--- src/rtl/moving_average_filter_gen.sv ---
// rtl/moving_average_filter_gen.sv - streaming moving average over 2^LOG2_WINDOW samples
// Circular window buffer with running sum, one-deep result stage and valid/ready on both sides.
module moving_average_filter_gen #(
   parameter int DATA_WIDTH  = 16,
   parameter int LOG2_WINDOW = 3,
   parameter int SIGNED_MODE = 1,
   parameter int ROUND_MODE  = 1
) (
   input  logic                   clk,
   input  logic                   rst_n,
   input  logic                   flush,
   input  logic                   in_valid,
   output logic                   in_ready,
   input  logic [DATA_WIDTH-1:0]  in_data,
   output logic                   out_valid,
   input  logic                   out_ready,
   output logic [DATA_WIDTH-1:0]  out_data,
   output logic [LOG2_WINDOW:0]   fill_count
);

   localparam int SUM_WIDTH = DATA_WIDTH + LOG2_WINDOW;
   localparam int WINDOW    = 1 << LOG2_WINDOW;
   localparam logic [LOG2_WINDOW:0]  FILL_FULL = (LOG2_WINDOW + 1)'(WINDOW);
   localparam logic [SUM_WIDTH-1:0] ROUND_ADD = (ROUND_MODE != 0) ? SUM_WIDTH'(WINDOW / 2) : '0;

   logic [DATA_WIDTH-1:0]  r_buf [WINDOW];
   logic [LOG2_WINDOW-1:0] r_wr_ptr;
   logic [LOG2_WINDOW:0]   r_fill;
   logic [SUM_WIDTH-1:0]   r_sum;
   logic                   r_s1_valid;
   logic                   r_out_valid;
   logic [DATA_WIDTH-1:0]  r_out_data;

   logic                   w_accept;
   logic                   w_full;
   logic                   w_s2_load;
   logic [SUM_WIDTH-1:0]   w_in_ext;
   logic [SUM_WIDTH-1:0]   w_old_ext;
   logic [SUM_WIDTH-1:0]   w_sum_next;
   logic [LOG2_WINDOW:0]   w_fill_next;
   logic [SUM_WIDTH-1:0]   w_sum_rnd;
   logic                   w_unused_rnd;

   function automatic logic [SUM_WIDTH-1:0] f_ext(input logic [DATA_WIDTH-1:0] d);
      return {{LOG2_WINDOW{(SIGNED_MODE != 0) && d[DATA_WIDTH-1]}}, d};
   endfunction

   assign in_ready    = !flush && (!r_s1_valid || !r_out_valid || out_ready);
   assign w_accept    = in_valid && in_ready;
   assign w_full      = (r_fill == FILL_FULL);
   assign w_s2_load   = r_s1_valid && (!r_out_valid || out_ready);

   // The oldest sample leaves the sum only once the window is full.
   assign w_in_ext    = f_ext(in_data);
   assign w_old_ext   = w_full ? f_ext(r_buf[r_wr_ptr]) : '0;
   assign w_sum_next  = r_sum + w_in_ext - w_old_ext;
   assign w_fill_next = w_full ? r_fill : r_fill + 1'b1;

   // Dropping the low LOG2_WINDOW bits is the shift; the kept field is exactly
   // DATA_WIDTH wide, so arithmetic and logical shifts give identical bits here.
   assign w_sum_rnd    = r_sum + ROUND_ADD;
   assign w_unused_rnd = ^w_sum_rnd[LOG2_WINDOW-1:0];

   always_ff @(posedge clk) begin
      if (w_accept) begin
         r_buf[r_wr_ptr] <= in_data;
      end
   end

   always_ff @(posedge clk or negedge rst_n) begin
      if (!rst_n) begin
         r_wr_ptr    <= '0;
         r_fill      <= '0;
         r_sum       <= '0;
         r_s1_valid  <= 1'b0;
         r_out_valid <= 1'b0;
         r_out_data  <= '0;
      end else if (flush) begin
         r_wr_ptr    <= '0;
         r_fill      <= '0;
         r_sum       <= '0;
         r_s1_valid  <= 1'b0;
         r_out_valid <= 1'b0;
      end else begin
         if (w_accept) begin
            r_wr_ptr   <= r_wr_ptr + 1'b1;
            r_sum      <= w_sum_next;
            r_fill     <= w_fill_next;
            r_s1_valid <= (w_fill_next == FILL_FULL);
         end else if (w_s2_load) begin
            r_s1_valid <= 1'b0;
         end

         if (w_s2_load) begin
            r_out_data  <= w_sum_rnd[SUM_WIDTH-1:LOG2_WINDOW];
            r_out_valid <= 1'b1;
         end else if (out_ready) begin
            r_out_valid <= 1'b0;
         end
      end
   end

   assign out_valid  = r_out_valid;
   assign out_data   = r_out_data;
   assign fill_count = r_fill;

endmodule

--- config.mk ---
export PLATFORM = sky130hd
export DESIGN_NAME = moving_average_filter_gen
export DESIGN_NICKNAME = d
export VERILOG_FILES = /design/src/rtl/moving_average_filter_gen.sv
export SDC_FILE = /design/constraint.sdc
export NUM_CORES = 1
export LEC_CHECK = 0
export CAP_MARGIN = 20
export CORE_MARGIN = 2
export CORE_UTILIZATION = 48
export DETAILED_ROUTE_END_ITERATION = 10
export PLACE_DENSITY = 0.66
export SETUP_SLACK_MARGIN = 0.15
export SKIP_CTS_REPAIR_TIMING = 1
export SLEW_MARGIN = 30
export SYNTH_ARGS = -nofsm -noshare
export SYNTH_HDL_FRONTEND = slang
export SYNTH_SLANG_ARGS = --single-unit
--- constraint.sdc ---
create_clock -name clk -period 5.25 [get_ports clk]
set_input_delay 0.7875 -clock clk [delete_from_list [all_inputs] [get_ports clk]]
set_output_delay 0.7875 -clock clk [all_outputs]
set_load 0.005 [all_outputs]
==> metrics <==
share of layout cells above drive strength 1 10.95%; setup ws final 0.7554 ns; total power 4.030 mW; area fraction in compound gates after synthesis 11.46%; Main synth FF type edfxtp_1; Synth Area per Inst 11.47 um^2; Max Cap Viol 0; Post-Route WL 18180 um; top cell types by occurrence after synthesis edfxtp_1, inv_1, nor2_1; vias after detailed routing 5702; worst slew pin tran 0.8659 ns; die height 138.0 um; GRT overflow 0; status finished, final reports clean; wire length on met3 646 um; GRT Util Overall 20.53%; post-DP HPWL 12760 um; Pwr Density 404.7 nW/um^2; crit path DAT 4.83 ns; skew final 0.008774 ns; Rows 48; Post-Synth Simple-Gate Area 10.65%; yosys warns 0; global-route wire length before repair 29150 um; final max-slew violation count 0; count leader, synth edfxtp_1; dominant cells by area after synthesis edfxtp_1, dfrtp_1, fa_1; IO Port Bufs 42; internal reg-to-reg setup slack 0.76 ns; CP startpoint kind flip-flop; H-tree depth 4; crit-path max FO 34; Core Box Area 17420 um^2; Leak 3.727 nW; Req. time, crit path 5.59 ns; initial antenna violation count 0; HP Class in2async; Worst slew margin 42.06%; Seq/Total Area, Yosys 57.40%; post-synthesis register bit count 172; IO Count 43; Finish-stage setup viols 0; clock tree sinks 172; Final Hold Vio Count 0; Via density 5.541; starting DRC count in detailed routing 378; Starting Density 49.46%; maximum clock path buffer count 2; overall die area 19030 um^2; WL/cell 17.66 um; Root Buffer clkbuf_16; distinct cell type count after synthesis 50; CTS tree yes; RePlAce Congestion 0.9058; antenna viol nets, final 0; n_diodes 0; Num CTS Buffers 17; Sum Neg Setup Slack 0 ns; nets 854; number of synthesized flops with an enable pin 128; post-synth top area cell edfxtp_1; WS Path Type reg2reg; Die W 138.0 um; Setup WS pre-CTS 0.5459 ns; Critical Path End Type flip-flop; Reg2Reg Depth 17; min cycle time layout 4.495 ns; ys async rst share 25.58%; Syn-to-layout area delta 15.61%; Skew-Pair Late Insertion Delay 0.44 ns; M1 WL 7895 um; Syn Inst Count 751; Tcrit/Tclk final 85.61%; Synth Area in XOR/XNOR 3.253%; combinational family with the most area after synthesis compound AO/OA/AOI/OAI gates; WL met2 9236 um; Residual DRC 0; post-synth top area share 44.62%; multiplexer share of the synthesized area 4.575%; adder-cell share of the synthesized area 7.669%; VDD IR max 0.2567 mV; Max Freq 222.5 MHz; Mapped Area 8615 um^2; largest net degree at the start of global routing 45; vias in the first global route 5718; Top Metal Used met4; Post-Syn Nets 814; final hold slack 0.3445 ns; RSZ-0062 raised after global routing no; Clock transition at path regs 0.07 ns; Pre-antenna DRT Iters 5
## kinds of logic (layout without fill, tap and decap cells)
| logic type | count (synthesis) | count (layout) |
|---|---|---|
| AO/OA/AOI/OAI | 155 | 155 |
| AND/OR/NAND/NOR | 203 | 203 |
| XOR/XNOR | 32 | 32 |
| adder cells (fa/ha/maj) | 42 | 42 |
| buffers and inverters | 113 | 166 |
| flip-flops | 172 | 172 |
| multiplexers | 34 | 34 |
## path summary, 6_finish.rpt
kind,from,to
min in group clk,r_sum[17]$_DFFE_PN0P_,r_sum[17]$_DFFE_PN0P_
max in group asynchronous,rst_n,r_wr_ptr[0]$_DFFE_PN0P_
max,r_wr_ptr[1]$_DFFE_PN0P_,r_sum[16]$_DFFE_PN0P_
min,rst_n,out_data[6]$_DFFE_PN0P_
min reg2reg,r_sum[17]$_DFFE_PN0P_,r_sum[17]$_DFFE_PN0P_
max reg2reg,r_wr_ptr[1]$_DFFE_PN0P_,r_sum[16]$_DFFE_PN0P_
## per-stage QoR
| stage | util (%) | instance area (um^2) | cells |
|---|---|---|---|
| floorplan | - | 8615 | 751 |
| global placement | 53.53 | 9324 | 997 |
| detailed placement | 53.55 | 9326 | 997 |
| CTS | 57.17 | 9957 | 1029 |
| global route | 57.18 | 9960 | 1029 |
| finish | 57.18 | 9960 | 1029 |
## sequential cells by signal, summed over array words and instances, names as in the netlist
register    flops
out_valid       1
r_wr_ptr        3
r_sum          19
r_s1_valid      1
r_buf         128
fill_count      4
out_data       16
## metal layers
metal	global-route usage [%]	vias up
li1	-	2747
met1	26.25	2819
met2	34.71	108
met3	3.838	28
met4	8.107	0
met5	0	-
## power breakdown
part	switching (mW)	leakage (nW)	internal [mW]	total, mW
clock network	0.564	0.302	0.767	1.33
logic	0.658	1.67	0.444	1.10
registers	0.0658	1.75	1.53	1.60
total	1.29	3.73	2.74	4.03
## layout by cell type (no fill, tap or decap), types with 3 or more instances in the layout
cell             synthesis  final
o21ai_0                 22     22
nand3_1                 19     19
fa_1                    18     18
nor3_2                   0      4
bufinv_16                0      3
clkdlybuf4s50_1          0     41
mux2i_1                  9      9
nand2_1                 63     63
buf_4                    0     18
a221oi_1                11     11
inv_6                    0      5
nor2_1                  74     73
o211ai_1                 8      8
nand4_1                  5      5
nand4b_1                 4      4
xor2_1                   5      5
a31oi_1                  5      5
nand2b_1                 9      9
xnor2_1                 27     27
a21oi_1                 62     62
ha_1                    24     24
and2_1                   3      3
a21o_1                   6      6
o31ai_1                  3      3
inv_1                   75     75
clkbuf_16                0     17
edfxtp_1               128    128
mux2_2                  23     23
dfrtp_1                 44     42
a22oi_1                 22     22
nor2b_1                  7      7
nor3_1                   8      4
a22o_1                   4      4
## worst max-delay path, cell delays in order (launching register included)
cell and delay [ns]:
dfrtp_2 0.66, nor2_1 0.77, a22oi_1 0.20, a21oi_1 0.21, nor2_1 0.07, nor2_1 0.09, ha_1 0.23, inv_1 0.05
ha_1 0.15, inv_1 0.06, fa_1 0.38, nand2b_1 0.21, a21oi_2 0.19, o211ai_1 0.16, o221ai_2 0.27, a311oi_1 0.15
or4_1 0.42, o311ai_1 0.10
## area by class of cell
cell class / count / area, um^2
clock buffer: 17 / 425.4
clock inverter: 15 / 205.2
fill: 1467 / 7457
inverter: 75 / 281.5
multi-input combinational: 466 / 3273
sequential: 172 / 4947
tap: 225 / 281.5
timing repair buffer: 59 / 545.5
No activity file was read; power rests on OpenSTA's default activity.
